## src/rtl/poll_accumulator_pkg.sv

```systemverilog
// Shared constants and types for the multiply-add chain and its result accumulator.
package Pollparametr;

  localparam int Const         = 8;
  localparam int N_SAMPLES_DEF = 4;

  typedef enum logic {ACCUM, HOLD} acc_state_t;

endpackage

```

## src/rtl/poll_accumulator.sv

```systemverilog
// Sums N_SAMPLES consecutive multiply-add results and offers the total on a valid/ready port.
// Upstream cannot stall: samples arriving while a total is blocked are dropped and flagged.
module poll_accumulator
  import Pollparametr::*;
#(
  parameter int WIDTH     = 2 * Const,
  parameter int N_SAMPLES = N_SAMPLES_DEF,
  parameter int ACC_W     = WIDTH + $clog2(N_SAMPLES)
) (
  input  logic                         clk,
  input  logic                         reset_n,
  input  logic                         clr,
  input  logic [WIDTH-1:0]             in_data,
  input  logic                         in_valid,
  output logic                         in_ready,
  output logic [ACC_W-1:0]             out_sum,
  output logic                         out_valid,
  input  logic                         out_ready,
  output logic [$clog2(N_SAMPLES)-1:0] sample_cnt,
  output logic                         drop_err
);

  localparam int CNT_W = $clog2(N_SAMPLES);
  localparam logic [CNT_W-1:0] LAST_IDX = CNT_W'(N_SAMPLES - 1);

  acc_state_t       state;
  logic [ACC_W-1:0] acc;

  function automatic logic [ACC_W-1:0] widen(input logic [WIDTH-1:0] x);
    return ACC_W'(x);
  endfunction

  // A blocked total can still be replaced in the same cycle it is taken downstream.
  assign in_ready = (state == ACCUM) || ((state == HOLD) && out_ready);

  always_ff @(posedge clk or negedge reset_n) begin
    if (!reset_n) begin
      state      <= ACCUM;
      acc        <= '0;
      sample_cnt <= '0;
      out_sum    <= '0;
      out_valid  <= 1'b0;
      drop_err   <= 1'b0;
    end else if (clr) begin
      state      <= ACCUM;
      acc        <= '0;
      sample_cnt <= '0;
      out_sum    <= '0;
      out_valid  <= 1'b0;
      drop_err   <= 1'b0;
    end else begin
      case (state)
        ACCUM: begin
          if (in_valid) begin
            if (sample_cnt == LAST_IDX) begin
              out_sum    <= acc + widen(in_data);
              out_valid  <= 1'b1;
              state      <= HOLD;
              acc        <= '0;
              sample_cnt <= '0;
            end else begin
              acc        <= acc + widen(in_data);
              sample_cnt <= sample_cnt + 1'b1;
            end
          end
        end
        HOLD: begin
          if (out_ready) begin
            out_valid <= 1'b0;
            state     <= ACCUM;
            // N_SAMPLES >= 2, so a lone sample here never closes a group.
            if (in_valid) begin
              acc        <= widen(in_data);
              sample_cnt <= CNT_W'(1);
            end
          end else if (in_valid) begin
            drop_err <= 1'b1;
          end
        end
        default: state <= ACCUM;
      endcase
    end
  end

endmodule
```

## config.mk

```make
export PLATFORM = sky130hd
export DESIGN_NAME = poll_accumulator
export DESIGN_NICKNAME = d
export VERILOG_FILES = /design/src/rtl/poll_accumulator_pkg.sv /design/src/rtl/poll_accumulator.sv
export SDC_FILE = /design/constraint.sdc
export NUM_CORES = 1
export LEC_CHECK = 0
export ABC_CLOCK_PERIOD_IN_PS = 5500
export BUFFER_PORTS_ARGS = -buffer_cell sky130_fd_sc_hd__buf_2
export CAP_MARGIN = 30
export CORE_MARGIN = 1
export CORE_UTILIZATION = 35
export CTS_CLUSTER_SIZE = 30
export DETAILED_ROUTE_END_ITERATION = 6
export PLACE_DENSITY_LB_ADDON = 0.25
export SYNTH_ARGS = -nofsm -noshare
export SYNTH_HDL_FRONTEND = slang
export SYNTH_SLANG_ARGS = --single-unit
```

## constraint.sdc

```tcl
create_clock -name clk -period 5.5 [get_ports clk]
set_input_delay 1.1 -clock clk [delete_from_list [all_inputs] [get_ports clk]]
set_output_delay 1.1 -clock clk [all_outputs]
set_load 0.01 [all_outputs]
```

; ---- Yosys cells after proc, flatten, opt, wreduce, memory -nomap -nowiden
; Cells that the tools add are included.
[op_classes]
bitwise = 1
div = 0
reduce_logical = 9
shifts = 0
n_eq_ne = 7
n_mux = 30
add_sub_neg = 2
magnitude_cmp = 0
n_mul = 0
[op_table]
columns = operator, count
row1 = $mux 18, 9
row2 = $pmux 18 s2, 1
row3 = $add 18x16->18, 1
row4 = $mux 1, 12
row5 = $reduce_and 3->1, 4
row6 = $mux 2, 5
row7 = $ne 3x3->1 const B, 3
row8 = $reduce_bool 2->1, 3
row9 = $ne 2x2->1 const B, 2
row10 = $pmux 1 s2, 2
row11 = $pmux 2 s2, 1
row12 = $ne 3x2->1 const B, 1
row13 = $add 2x1->2 const B, 1
row14 = $eq 2x2->1 const B, 1
row15 = $logic_and 1x1->1, 1
row16 = $logic_or 1x1->1, 1
row17 = $not 1->1, 1
[totals]
latch_bits = 0
word_cells = 55
mem_bits_ro = 0
ram_bits = 0
register_bits = 41
memories = 0

; ---- Logic depth before layout (Yosys ltp)
; Gate-level depths: netlist of run 1.
[depth]
ltp_word = 5
ltp_mapped = 9

; ---- Worst setup path before layout of run 1
; Ideal clock, no wire load.
[synth_timing]
path_kind = input port to flip-flop
startpoint = in in_data[0]
endpoint = reg acc[16]
path_stages = 9
setup_ps = 87
path_buffers = 0
arrival_ps = 2710
t_required_ps = 5413
slack_ps = 2704
cell_sequence = ha_1 inv_1 fa_1 nor2b_1 o2111ai_1 nand3_1 nand4_1 a311o_1 o211ai_1
[synth_between]
elab_chain_cells = 5
[synth_rtl]
columns = item, line_no
row1 = "start, declared", poll_accumulator.sv:13  ; input logic [WIDTH-1:0] in_data,
row2 = $add 18x16->18, poll_accumulator.sv:62  ; acc <= acc + widen(in_data);
row3 = $mux 18, poll_accumulator.sv:55  ; if (sample_cnt == LAST_IDX) begin
row4 = $mux 18, poll_accumulator.sv:54  ; if (in_valid) begin
row5 = $pmux 18 s2, poll_accumulator.sv:52  ; case (state)
row6 = $mux 18, poll_accumulator.sv:44  ; end else if (clr) begin
row7 = "end signal, assigned", poll_accumulator.sv:62
row8 = "end signal, assigned", poll_accumulator.sv:73  ; acc <= widen(in_data);
row9 = "end, declared", poll_accumulator.sv:27  ; logic [ACC_W-1:0] acc;
; Every way passes these cells. The select of a mux whose other input is x is not followed.
; A chain may end at the register's enable or synchronous reset.

; ---- Worst setup path in the final report of run 1
; Ends and elaborated chain as after synthesis.

==> metrics.cfg, run 1 <==
[power]
p_seq_frac=0.381
swShare=0.342
p_per_area_nw_per_um2=293
pwr-share-comb=0.332
internal-power_uw=592
p_sw_uw=308
pwr-share-clk=0.287
p_leak_uw=0.00146
vdd_drop_max_uv=163

[sta]
fmax_mhz=352
setup_tns_ns=0
slew-limit-headroom=0.555
setup_viol=0
rsz0062_at_grt=no
hold_violations=0
fin_crit_ns=2.84
finalCritPeriodShare=0.517
skew_ns=0.0109
tightest_slew_ns=0.668
report.final.slew_viol_count=0

[die]
num_rows=31
core_area_um2=7250
io_pins=44
die_area_um2=7890
fp.dieW_um=88.8
chipHeight_um=88.8
start_util=0.364

[yosys]
syn-num-nets=329
synth_common_cells=dfrtp_1, nand2_1, o21ai_0
yosysMostFrequentCell=dfrtp_1
yosys.area.top_type=dfrtp_1
syn_area_per_cell_um2=9.10
async_flop_share=1.00
yosys_warnings=0
syn_area_um2=2640
ys_seq_area_frac=0.389
synth_edf_count=0
synth_area_leaders=dfrtp_1, ha_1, o21ai_0, nand2_1, a21oi_1
yosys_register_bits=41
syn_inst=290
synth.distinct_cells=51
synth_top_area_frac=0.389
synth-main-ff-cell=dfrtp_1

[setup_path]
cp_max_fo=4
max_stage_delay_ns=0.42
cp-start-kind=input pin
critPathTopFamily=compound AO/OA/AOI/OAI gates
worstSetupEndpointType=flip-flop
critical_path_class=in -> reg
arrival_ns=3.06
crit_chain=buf_2 > ha_1 > inv_1 > fa_1 > nor2b_1 > o2111ai_1 > nand3_1 > nand4_1 > a311o_1 > o211ai_1
critPathBufInv=2
worst-endpoint-required_ns=5.72
cpMaxStageDelayCell=a311o_1

[detailed_routing]
routedWlPerCell_um=15.4
drc=0
antenna_left=0
wl_um=6610
vias_per_cell=5.36
vias=2296
drtIter0Drc=199
drtPass1Iterations=5

[placed_design]
dp.cells=419
dpl_cell_area_um2=2940
gp_congestion=0.821
dp_hpwl_um=4670
portBuffers=43

[status]
outcome=finished, final reports clean

[job]
cap_violations=0

[cells_and_area]
stdcell_count=428
area_delta_synth_final_pct=16.5
antennaDiodeCount=0
drive_gt1_frac=0.185
fin_util=0.424
fin_area_um2=3070
nets=367

[worst_hold_path]
holdCritPathClass=reg -> reg

[global_route]
grt_pass1_vias=2165
grt_max_degree=42
grt_pass1_wl_um=10900
grt_overflow=0
antenna_found_initial=0
grt_util_all_layers=0.183

[clock_network]
clk_pin_slew_ns=0.09
clock-sinks=41
numCtsBuffers=5
htreeDepth=2
cts_setup_buffers=0
clk_path_buf_depth=2
clkLatencyLatePin_ns=0.30
cts_root_buf=clkbuf_8
holdBufCountCts=0
cts_resized=0
cts_tree=built

## tightest hold or removal path, cell delays in order (launching register included)
cell     delay, ns
dfrtp_1       0.34
nand2_1       0.04
o21ai_0       0.05
## sequential cells by signal (all words and copies together), names as in the netlist
name,flops
acc,18
out_valid,1
sample_cnt,2
drop_err,1
state,1
out_sum,18
## power groups by stage
stage	registers, uW	logic (uW)	clock network, uW
after floorplan	346	220	0
after global placement	348	291	0
after detailed placement	349	294	0
after CTS	343	296	266
after global routing	347	335	281
final	343	298	258
## final timing paths
kind / from / endpoint / slack (ns) / depth (start not counted)
worst max register to register: acc[0] / acc[16] / 3.18 / 9
worst max-delay path: in_data[0] / acc[16] / 2.66 / 10
worst min register to register: out_sum[7] / out_sum[7] / 0.47 / 2
max in group asynchronous: reset_n / acc[2] / 4.47 / 2
worst min-delay path: out_sum[7] / out_sum[7] / 0.47 / 2
min in group asynchronous: reset_n / out_sum[13] / 0.61 / 1
## metrics by stage
stage               hold slack (ns)  total power [uW]  setup slack [ns]
finish                        0.471               900              2.66
global placement              0.459               639              2.46
CTS                           0.484               905              2.68
global route                  0.501               963              2.49
detailed placement            0.466               643              2.41
floorplan                     0.470               566              2.70
## area by class of cell
cell class | count | area, um^2
well taps | 99 | 124
flip-flops and latches | 41 | 1030
fillers | 766 | 4180
clock inverters | 1 | 30.0
multi-input cells | 222 | 1510
repair buffers | 47 | 258
inverters | 11 | 41.3
clock buffers | 7 | 86.3
## layer usage
layer	GRT usage	vias up	share of wire
li1	-	1153	-
met1	0.258	1081	0.50
met2	0.284	54	0.44
met3	0.0336	8	0.038
met4	0.0557	0	0.015
met5	0	-	0
## cell families (layout without fill, tap and decap cells)
| group | count (synthesis) | in the layout | share of synthesized area |
|---|---|---|---|
| buf+inv | 27 | 66 | 0.0398 |
| simple gates | 86 | 86 | 0.155 |
| fa+ha+maj | 18 | 18 | 0.0882 |
| mux | 4 | 4 | 0.0161 |
| flops | 41 | 41 | 0.389 |
| compound gates | 103 | 103 | 0.275 |
| xor+xnor | 11 | 11 | 0.0365 |
## cell usage in the layout (no fill, tap or decap), types with 6 or more instances in the layout
cell type,synthesis,final
buf_2,3,43
dfrtp_1,41,41
nand2_1,30,30
o21ai_0,30,30
nor2_1,18,18
ha_1,17,17
a21oi_1,15,15
inv_1,11,11
a22oi_1,8,8
nor3_1,8,8
a22o_1,7,7
nand2b_1,6,6
xnor2_1,6,6
clkbuf_8,0,6
Note: power is estimated with default switching activity, not from simulation.
==> run 2: changes to the inputs <==
--- a/config.mk
+++ b/config.mk
@@ -5,7 +5,7 @@
 export SDC_FILE = /design/constraint.sdc
 export NUM_CORES = 1
 export LEC_CHECK = 0
-export ABC_CLOCK_PERIOD_IN_PS = 5500
+export ABC_CLOCK_PERIOD_IN_PS = 2400
 export BUFFER_PORTS_ARGS = -buffer_cell sky130_fd_sc_hd__buf_2
 export CAP_MARGIN = 30
 export CORE_MARGIN = 1
==> constraint.sdc (replaced) <==
create_clock -name clk -period 2.4 [get_ports clk]
set_input_delay 0.48 -clock clk [delete_from_list [all_inputs] [get_ports clk]]
set_output_delay 0.48 -clock clk [all_outputs]
set_load 0.01 [all_outputs]
==> metrics.cfg, run 2 (same netlist as run 1, synthesis figures left out) <==
[setup_path]
worstSetupEndpointType=flip-flop  ; unchanged
critical_path_class=reg -> reg  ; was in -> reg
cp_max_fo=3  ; was 4
arrival_ns=2.44  ; was 3.06 ns
worst-endpoint-required_ns=2.58  ; was 5.72 ns
cp-start-kind=flip-flop  ; was input pin
r2r_slack_ns=0.15  ; was 3.18 ns

[sta]
hold_violations=0  ; unchanged
fin_ws_ns=0.146  ; was 2.66 ns
fin_crit_ns=2.25
slew-limit-headroom=0.539  ; was 0.555
report.final.slew_viol_count=0  ; unchanged
finalCritPeriodShare=0.939
tightest_slew_ns=0.691  ; was 0.668 ns
fmax_mhz=444
skew_ns=0.00296  ; was 0.0109 ns
setup_viol=0  ; unchanged

[detailed_routing]
vias=2398  ; was 2296
wl_um=7050  ; was 6610 um
vias_per_cell=5.43  ; was 5.36
drtPass1Iterations=4  ; was 5
drc=0  ; unchanged
antenna_left=0  ; unchanged
routedWlPerCell_um=15.9  ; was 15.4 um
drtIter0Drc=131  ; was 199

[global_route]
grt_pass1_vias=2283  ; was 2165
grt_max_degree=42  ; unchanged
grt_util_all_layers=0.191  ; was 0.183
grt_pass1_wl_um=11400  ; was 10900 um
grt_overflow=0  ; unchanged
antenna_found_initial=0  ; unchanged

[power]
internal-power_uw=1290  ; was 592 uW
vdd_drop_max_uv=300  ; was 163 uV
pwr-share-comb=0.363  ; was 0.332
swShare=0.366  ; was 0.342
p_seq_frac=0.388  ; was 0.381
p_sw_uw=745  ; was 308 uW
p_per_area_nw_per_um2=645  ; was 293 nW/um^2
p_leak_uw=0.00152  ; was 0.00146 uW
pwr-share-clk=0.250  ; was 0.287

[clock_network]
clk_pin_slew_ns=0.09  ; about the same
cts_root_buf=clkbuf_8  ; unchanged
numCtsBuffers=5  ; unchanged
cts_tree=built  ; unchanged
htreeDepth=2  ; unchanged
holdBufCountCts=0  ; unchanged
clk_path_buf_depth=2  ; unchanged
clkLatencyLatePin_ns=0.30  ; about the same
clock-sinks=41  ; unchanged

[cells_and_area]
nets=381  ; was 367
final_common_cell=buf_2  ; unchanged
drive_gt1_frac=0.227  ; was 0.185
largestRegisters=acc x18, out_sum x18, sample_cnt x2  ; unchanged
antennaDiodeCount=0  ; unchanged
fill_cells=746  ; was 766
stdcell_count=442  ; was 428
area_delta_synth_final_pct=19.5  ; was 16.5%
final_cell_mix=buf_2, dfrtp_1, nand2_1, o21ai_0  ; was buf_2, dfrtp_1, nand2_1, o21ai_0, nor2_1

[status]
outcome=finished, final reports clean  ; unchanged

[worst_hold_path]
holdCritPathClass=in -> async  ; was reg -> reg

[die]
die_area_um2=7890  ; unchanged
num_rows=31  ; unchanged
core_area_um2=7250  ; unchanged
fp.dieW_um=88.8  ; unchanged
chipHeight_um=88.8  ; unchanged
start_util=0.364  ; unchanged
io_pins=44  ; unchanged

[placed_design]
gp_congestion=0.842  ; was 0.821
place_ws_ns=-0.0232  ; was 2.41 ns
portBuffers=43  ; unchanged
dp_hpwl_um=5100  ; was 4670 um
dp.cells=433  ; was 419

[job]
cap_violations=0  ; unchanged

run 2: timing repair:
action                     in CTS  in global routing
resized for setup               0                  2
buffers inserted                0                  1
setup endpoints to repair       0                  2
run 2: worst paths after layout:
check                            from          end  cells after the start
min in group clk            out_ready    out_valid                      2
max in group asynchronous     reset_n  out_sum[14]                      2
setup / recovery               acc[0]      acc[12]                     11
hold / removal                reset_n      acc[13]                      2
hold reg to reg            out_sum[7]   out_sum[7]                      2
setup reg to reg               acc[0]      acc[12]                     11
run 2: metrics by stage:
stage          instance area [um^2]  TNS [ns]  total power (uW)  hold slack, ns  utilization
2_1_floorplan                  2640         0              1300           0.184            -
3_3_place_gp                   3040   -0.0105              1510           0.458        0.419
3_5_place_dp                   3040   -0.0232              1520           0.466        0.419
4_1_cts                        3140         0              2020           0.262        0.433
5_1_grt                        3150   -0.0464              2170           0.289        0.435
6_report                       3150         0              2030           0.230        0.435
run 2: worst max-delay path: stages (launching register included):
cell	delay, ns
dfrtp_1	0.40
ha_1	0.20
inv_1	0.07
fa_1	0.21
nor2b_2	0.06
o2111ai_1	0.22
nand3_1	0.18
buf_4	0.17
buf_4	0.12
a41oi_1	0.22
xor2_1	0.19
o21ai_0	0.09
run 2: power by group through the flow:
stage                     logic [uW]  clock network, uW  registers, uW
after floorplan                  504                  0            794
after global routing             822                547            797
final                            738                508            789
after detailed placement         717                  0            802
after global placement           709                  0            799
after CTS                        721                514            788
run 2: cell type report:
| class | instances | area [um^2] | area share |
|---|---|---|---|
| multi-input cells | 222 | 1520 | 0.481 |
| inverters | 11 | 41.3 | 0.0131 |
| flip-flops and latches | 41 | 1030 | 0.325 |
| clock buffers | 6 | 82.6 | 0.0262 |
| well taps | 99 | 124 | 0.0393 |
| repair buffers | 61 | 350 | 0.111 |
| clock inverters | 2 | 13.8 | 0.00437 |
run 2: layer usage:
metal  GRT usage  wire (um)  up-vias
met3      0.0345        235        8
li1            -          -     1189
met4      0.0557         98        0
met1       0.272       3560     1151
met2       0.295       3160       50
met5           0          0        -
